--- config.mk ---
export PLATFORM = sky130hd
export DESIGN_NAME = btn_event_controller
export DESIGN_NICKNAME = d
export VERILOG_FILES = /design/src/rtl/btn_event_controller.sv
export SDC_FILE = /design/constraint.sdc
export NUM_CORES = 1
export LEC_CHECK = 0
export ABC_AREA = 1
export CAP_MARGIN = 10
export CORE_UTILIZATION = 55
export DETAILED_ROUTE_END_ITERATION = 10
export GPL_ROUTABILITY_DRIVEN = 0
export PLACE_DENSITY = 0.73
export SLEW_MARGIN = 25
export SYNTH_ARGS = -nofsm -noshare
export SYNTH_HDL_FRONTEND = slang
export SYNTH_SLANG_ARGS = --single-unit
--- constraint.sdc ---
create_clock -name i_clk -period 3.1 [get_ports i_clk]
set_input_delay 0.31 -clock i_clk [delete_from_list [all_inputs] [get_ports i_clk]]
set_output_delay 0.31 -clock i_clk [all_outputs]
set_load 0.005 [all_outputs]
--- src/rtl/btn_event_controller.sv ---
// -----------------------------------------------------------------------------
// btn_event_controller
//
// Shared debounce and event scheduler for the board push-buttons. A single
// prescaler tick paces one debouncer per button. Each debounced button emits
// PRESS, RELEASE, LONG and REPEAT events into a one-deep pending slot; a
// round-robin arbiter drains the slots onto a single valid/ready event port.
//
// Ports
//   i_clk        system clock
//   i_reset_n    synchronous reset, active-low
//   i_btn        raw asynchronous button inputs, active-high
//   o_evt_valid  an event is presented on o_evt_btn / o_evt_type
//   i_evt_ready  consumer takes the event when valid && ready at a clock edge
//   o_evt_btn    index of the button that produced the event
//   o_evt_type   00 PRESS, 01 RELEASE, 10 LONG, 11 REPEAT
//   o_btn_level  debounced button levels
//   o_overflow   sticky flag: an event was dropped (cleared only by reset)
// -----------------------------------------------------------------------------
module btn_event_controller #(
    parameter int N_BTN        = 4,
    parameter int TICK_DIV     = 100000,
    parameter int STABLE_TICKS = 4,
    parameter int LONG_TICKS   = 500,
    parameter int REPEAT_TICKS = 100
) (
    input  logic                     i_clk,
    input  logic                     i_reset_n,
    input  logic [N_BTN-1:0]         i_btn,
    output logic                     o_evt_valid,
    input  logic                     i_evt_ready,
    output logic [$clog2(N_BTN)-1:0] o_evt_btn,
    output logic [1:0]               o_evt_type,
    output logic [N_BTN-1:0]         o_btn_level,
    output logic                     o_overflow
);

    localparam int BW = $clog2(N_BTN);
    localparam int PW = (TICK_DIV > 1) ? $clog2(TICK_DIV) : 1;
    localparam int SW = $clog2(STABLE_TICKS) + 1;
    localparam int HW = $clog2(LONG_TICKS + REPEAT_TICKS) + 1;
    localparam int RW = $clog2(REPEAT_TICKS) + 1;

    typedef enum logic [1:0] {
        EVT_PRESS   = 2'b00,
        EVT_RELEASE = 2'b01,
        EVT_LONG    = 2'b10,
        EVT_REPEAT  = 2'b11
    } evt_type_e;

    // Index of the button 'offs' positions after 'base', wrapping at N_BTN.
    function automatic logic [BW-1:0] rr_idx(input logic [BW-1:0] base, input int offs);
        int sum_v;
        sum_v = int'(base) + offs;
        if (sum_v >= N_BTN) begin
            sum_v = sum_v - N_BTN;
        end else begin
            sum_v = sum_v;
        end
        return BW'(sum_v);
    endfunction

    // State registers and their next-state values
    logic [PW-1:0]    presc_q, presc_d;
    logic [N_BTN-1:0] sync1_q, sync1_d;
    logic [N_BTN-1:0] sync2_q, sync2_d;
    logic [N_BTN-1:0] level_q, level_d;
    logic [SW-1:0]    stab_q [N_BTN];
    logic [SW-1:0]    stab_d [N_BTN];
    logic [HW-1:0]    hold_q [N_BTN];
    logic [HW-1:0]    hold_d [N_BTN];
    logic [RW-1:0]    rep_q  [N_BTN];
    logic [RW-1:0]    rep_d  [N_BTN];
    logic [N_BTN-1:0] slot_v_q, slot_v_d;
    logic [1:0]       slot_t_q [N_BTN];
    logic [1:0]       slot_t_d [N_BTN];
    logic [BW-1:0]    ptr_q, ptr_d;
    logic             evt_valid_q, evt_valid_d;
    logic [BW-1:0]    evt_btn_q, evt_btn_d;
    logic [1:0]       evt_type_q, evt_type_d;
    logic             overflow_q, overflow_d;

    // Combinational helpers
    logic             tick_s;
    logic [N_BTN-1:0] post_s;
    logic [1:0]       post_type_s [N_BTN];
    logic             load_s;
    logic             win_found_s;
    logic [BW-1:0]    win_idx_s;
    logic [N_BTN-1:0] grant_s;

    assign tick_s = (presc_q == PW'(TICK_DIV - 1));
    assign load_s = !evt_valid_q || i_evt_ready;

    // Prescaler wrap and two-flop input synchroniser
    always_comb begin
        sync1_d = i_btn;
        sync2_d = sync1_q;
        if (tick_s) begin
            presc_d = {PW{1'b0}};
        end else begin
            presc_d = presc_q + PW'(1);
        end
    end

    // Per-button debounce, hold timer and event posting (tick cycles only)
    always_comb begin
        for (int b = 0; b < N_BTN; b++) begin
            level_d[b]     = level_q[b];
            stab_d[b]      = stab_q[b];
            hold_d[b]      = hold_q[b];
            rep_d[b]       = rep_q[b];
            post_s[b]      = 1'b0;
            post_type_s[b] = EVT_PRESS;
            if (tick_s) begin
                if (sync2_q[b] == level_q[b]) begin
                    stab_d[b] = {SW{1'b0}};
                end else if (stab_q[b] == SW'(STABLE_TICKS - 1)) begin
                    stab_d[b]      = {SW{1'b0}};
                    level_d[b]     = ~level_q[b];
                    post_s[b]      = 1'b1;
                    post_type_s[b] = level_q[b] ? EVT_RELEASE : EVT_PRESS;
                end else begin
                    stab_d[b] = stab_q[b] + SW'(1);
                end

                // A falling level wins over any LONG/REPEAT due on the same tick,
                // so RELEASE is never lost.
                if (level_q[b] && !level_d[b]) begin
                    hold_d[b] = {HW{1'b0}};
                    rep_d[b]  = {RW{1'b0}};
                end else if (level_q[b]) begin
                    // Saturate rather than wrap so a very long hold cannot
                    // pass LONG_TICKS a second time.
                    if (hold_q[b] == {HW{1'b1}}) begin
                        hold_d[b] = hold_q[b];
                    end else begin
                        hold_d[b] = hold_q[b] + HW'(1);
                    end
                    if (hold_d[b] == HW'(LONG_TICKS)) begin
                        rep_d[b]       = {RW{1'b0}};
                        post_s[b]      = 1'b1;
                        post_type_s[b] = EVT_LONG;
                    end else if (hold_q[b] >= HW'(LONG_TICKS)) begin
                        if (rep_q[b] == RW'(REPEAT_TICKS - 1)) begin
                            rep_d[b]       = {RW{1'b0}};
                            post_s[b]      = 1'b1;
                            post_type_s[b] = EVT_REPEAT;
                        end else begin
                            rep_d[b] = rep_q[b] + RW'(1);
                        end
                    end else begin
                        rep_d[b] = {RW{1'b0}};
                    end
                end else begin
                    hold_d[b] = {HW{1'b0}};
                    rep_d[b]  = {RW{1'b0}};
                end
            end else begin
                stab_d[b] = stab_q[b];
            end
        end
    end

    // Round-robin search for the first pending slot after the last winner
    always_comb begin
        win_found_s = 1'b0;
        win_idx_s   = {BW{1'b0}};
        for (int k = 1; k <= N_BTN; k++) begin
            if (!win_found_s && slot_v_q[rr_idx(ptr_q, k)]) begin
                win_found_s = 1'b1;
                win_idx_s   = rr_idx(ptr_q, k);
            end else begin
                win_found_s = win_found_s;
            end
        end
        for (int b = 0; b < N_BTN; b++) begin
            grant_s[b] = load_s && win_found_s && (win_idx_s == BW'(b));
        end
    end

    // Pending slots, overflow flag and the registered event port
    always_comb begin
        slot_v_d    = slot_v_q;
        overflow_d  = overflow_q;
        evt_valid_d = evt_valid_q;
        evt_btn_d   = evt_btn_q;
        evt_type_d  = evt_type_q;
        ptr_d       = ptr_q;
        for (int b = 0; b < N_BTN; b++) begin
            slot_t_d[b] = slot_t_q[b];
            if (post_s[b]) begin
                // A slot being granted this cycle is free for the new event.
                if (slot_v_q[b] && !grant_s[b]) begin
                    overflow_d = 1'b1;
                end else begin
                    slot_v_d[b] = 1'b1;
                    slot_t_d[b] = post_type_s[b];
                end
            end else if (grant_s[b]) begin
                slot_v_d[b] = 1'b0;
            end else begin
                slot_v_d[b] = slot_v_q[b];
            end
        end
        if (load_s) begin
            if (win_found_s) begin
                evt_valid_d = 1'b1;
                evt_btn_d   = win_idx_s;
                evt_type_d  = slot_t_q[win_idx_s];
                ptr_d       = win_idx_s;
            end else begin
                evt_valid_d = 1'b0;
            end
        end else begin
            evt_valid_d = evt_valid_q;
        end
    end

    // State register with synchronous active-low reset
    always_ff @(posedge i_clk) begin
        if (!i_reset_n) begin
            presc_q     <= {PW{1'b0}};
            sync1_q     <= {N_BTN{1'b0}};
            sync2_q     <= {N_BTN{1'b0}};
            level_q     <= {N_BTN{1'b0}};
            slot_v_q    <= {N_BTN{1'b0}};
            ptr_q       <= BW'(N_BTN - 1);
            evt_valid_q <= 1'b0;
            evt_btn_q   <= {BW{1'b0}};
            evt_type_q  <= 2'b00;
            overflow_q  <= 1'b0;
            for (int b = 0; b < N_BTN; b++) begin
                stab_q[b]   <= {SW{1'b0}};
                hold_q[b]   <= {HW{1'b0}};
                rep_q[b]    <= {RW{1'b0}};
                slot_t_q[b] <= 2'b00;
            end
        end else begin
            presc_q     <= presc_d;
            sync1_q     <= sync1_d;
            sync2_q     <= sync2_d;
            level_q     <= level_d;
            slot_v_q    <= slot_v_d;
            ptr_q       <= ptr_d;
            evt_valid_q <= evt_valid_d;
            evt_btn_q   <= evt_btn_d;
            evt_type_q  <= evt_type_d;
            overflow_q  <= overflow_d;
            for (int b = 0; b < N_BTN; b++) begin
                stab_q[b]   <= stab_d[b];
                hold_q[b]   <= hold_d[b];
                rep_q[b]    <= rep_d[b];
                slot_t_q[b] <= slot_t_d[b];
            end
        end
    end

    assign o_evt_valid = evt_valid_q;
    assign o_evt_btn   = evt_btn_q;
    assign o_evt_type  = evt_type_q;
    assign o_btn_level = level_q;
    assign o_overflow  = overflow_q;

endmodule

==> impl_metrics.json <==
{
  "synth-async-reset-ratio_pct": 0,
  "totalWireLength_um": 17700,
  "tritoncts": "built",
  "synthAdderAreaFrac_pct": 2.73,
  "synthCells": 1117,
  "hold_class": "input pin to register",
  "grt_max_degree": 69,
  "avgSynthCellArea_sq_um": 6.97,
  "max_freq_mhz": 418,
  "clk_latency_ns": 0.42,
  "layout_commonest_cell": "nand2_1",
  "fin_hold_ws_ns": 0.343,
  "crit_type": "register to register",
  "holdPathStages": 3,
  "min_period_ns": 2.39,
  "std_cell_rows": 43,
  "reg2reg_from": "presc_q[0]",
  "core_sq_um": 13800,
  "power.internal_mw": 3.09,
  "cp_max_fo": 19,
  "crit_required_ns": 3.45,
  "synth-edff-count": 8,
  "cp_common_cell": "nand2_1",
  "viasPerCell": 5.42,
  "placed_area_sq_um": 8140,
  "p_seq_share_pct": 44.7,
  "track_usage_pct": 25.2,
  "slowest_stage": "dfxtp_1",
  "ys_seq_area_share_pct": 36.2,
  "finalPower_mw": 4.13,
  "ir_drop_uv": 402,
  "synth_simple_gate_area_share_pct": 35.5,
  "cts_made_buffers": 17,
  "wire_per_inst_um": 13.3,
  "yosysUniqueCellTypes": 54,
  "p_per_area_nw_per_um2": 474,
  "die_area_sq_um": 14600,
  "synth_area_sq_um": 7790,
  "post_cts_buffers": 0,
  "postRouteAntennaNets": 0,
  "hold_viol_final": 0,
  "rsz0062_at_grt": "no",
  "nNetsFinal": 1161,
  "fin_crit_sh_pct": 77.2,
  "drive_gt1_share_pct": 9.30,
  "cp.arrival_ns": 2.75,
  "worst_clock_skew_ns": 0.00708,
  "start_kind": "register",
  "die_x_um": 121,
  "io_buffers": 16,
  "layout_common_cells": "nand2_1, inv_1, dfxtp_1",
  "ctsResizeCount": 0,
  "synth_compound_area_share_pct": 11.6,
  "htreeDepth": 4,
  "drt_iter0_drc": 566,
  "p_clk_share_pct": 47.8,
  "ios": 17,
  "firstDrtPassIters": 6,
  "crit_path_max_incr_delay_ns": 0.35,
  "synth_top_area_cell": "dfxtp_1",
  "p_comb_share_pct": 7.5,
  "setup-tns-final_ns": 0,
  "cts-root-buf": "clkbuf_16",
  "synthMuxAreaShare_pct": 0,
  "cp-end-kind": "register",
  "antenna_cells": 0,
  "netlist_top_cells_area": "dfxtp_1, nand2_1, inv_1",
  "grt_pass1_wl_um": 29800,
  "worstMarginPinSlew_ns": 0.706,
  "status": "complete, no violations",
  "holdBufCountCts": 0,
  "grt_pass1_vias": 6551,
  "p_sw_share_pct": 25.3,
  "start_util_pct": 56.3,
  "drv_slew": 0,
  "dieHeight_um": 121,
  "drv_cap": 0,
  "final_area_sq_um": 8720,
  "grt_overflow_total": 0,
  "hp-start": "i_reset_n",
  "slew_headroom_pct": 52.5,
  "power.leakage_nw": 3.42,
  "ys_seq_elements": 137,
  "clkTransAtPathRegs_ns": 0.06,
  "cp-startpoint": "presc_q[0]",
  "synth_top_area_share_pct": 33.2,
  "vias": 7214,
  "synth_top_family_by_area": "simple AND/OR/NAND/NOR gates",
  "clkSinkCount": 137,
  "synth_fp_nets": 1141,
  "yosys_most_used_dff": "dfxtp_1",
  "rr_worst_depth": 11,
  "switchingPower_mw": 1.05,
  "crit_chain": "ha_1 -> nand2_1 -> inv_2 -> nand2_1 -> nor3_2 -> nand2_4 -> clkinv_2 -> nand4_4 -> nor3b_2 -> nand2_1 -> o21ai_1",
  "cts_buffer_depth": 2,
  "dpl.hpwl_um": 12100,
  "yosysWarningCount": 0,
  "drc_errors": 0,
  "grt_antenna_before_repair": 0,
  "setup_viol": 0,
  "synth_xor_area_share_pct": 4.05,
  "areaGrowthSynthToFinish_pct": 12.0
}
-- registers in the layout, summed over array words and instances, names as in the netlist --
name         count
hold_q          44
rep_q           32
presc_q         17
stab_q          12
slot_t_q         8
o_btn_level      4
slot_v_q         4
sync1_q          4
sync2_q          4
o_evt_btn        2
o_evt_type       2
ptr_q            2
o_evt_valid      1
o_overflow       1
-- worst paths after layout --
| check | to | slack (ns) |
|---|---|---|
| min reg2reg | sync2_q[2] | 0.42 |
| max reg2reg | rep_q[2][0] | 0.71 |
| min | sync1_q[0] | 0.34 |
| max | rep_q[2][0] | 0.71 |
-- metal layers --
layer / routed length (um) / GRT usage, %
met3: 786 / 5.22
met5: 0 / 0
met4: 252 / 7.56
met1: 8540 / 33.3
met2: 8110 / 41.2
-- Yosys cell counts (2+ instances only) --
master / number
nor4_1: 5
nor2_4: 10
a31oi_1: 3
clkbuf_1: 14
edfxtp_1: 8
nand4_4: 2
o21ai_0: 47
nor3_2: 3
a32o_1: 4
nand2_1: 264
inv_1: 165
nor2_1: 90
o21ai_1: 17
nor4_2: 2
o211ai_1: 5
dfxtp_1: 129
xor2_1: 30
o22ai_1: 31
o21ai_2: 3
nand3_2: 3
nand3_1: 94
nor3b_2: 2
a21oi_1: 28
a211oi_1: 6
nor2_2: 7
nand4_1: 35
nand3b_1: 5
a22oi_1: 3
buf_2: 5
inv_2: 12
xnor2_1: 6
nor3_1: 28
nand3_4: 4
ha_1: 17
nand2_2: 11
-- power groups by stage --
stage                     clock network (mW)  registers [mW]  logic (mW)
after detailed placement                   0            1.89       0.308
after global routing                    2.08            1.85       0.352
after floorplan                            0            1.87       0.238
after global placement                     0            1.89       0.304
final                                   1.98            1.85       0.310
after CTS                               2.00            1.85       0.310
-- cells by family (layout without fill, tap and decap cells) --
group | count (synthesis) | after routing
AOI/OAI and AO/OA | 153 | 153
and+or+nand+nor | 573 | 573
xor gates and xnor gates | 36 | 36
adders and majority gates | 17 | 17
buffers and inverters | 201 | 234
DFF | 137 | 137
-- through the flow --
step	cells	util, %	setup WS, ns
3_5_place_dp	1298	58.9	0.717
3_3_place_gp	1298	58.9	0.793
5_1_grt	1330	63.1	0.473
2_1_floorplan	1117	-	1.08
4_1_cts	1330	63.1	0.701
6_report	1330	63.1	0.706
-- worst max-delay path, delay by kind of cell (launching register included) --
| kind | cells | cell delay, ns |
|---|---|---|
| simple gates | 7 | 1.27 |
| buf+inv | 2 | 0.35 |
| flops | 1 | 0.35 |
| compound gates | 1 | 0.18 |
| fa+ha+maj | 1 | 0.17 |
-- area by class of cell --
| type | instances | area [sq um] |
|---|---|---|
| fill | 1258 | 5100 |
| multi-input combinational | 779 | 4200 |
| sequential | 137 | 2820 |
| inverter | 180 | 682 |
| clock buffer | 19 | 464 |
| tap | 180 | 225 |
| timing repair buffer | 22 | 213 |
| clock inverter | 13 | 119 |
Note: power is estimated with default switching activity, not from simulation.
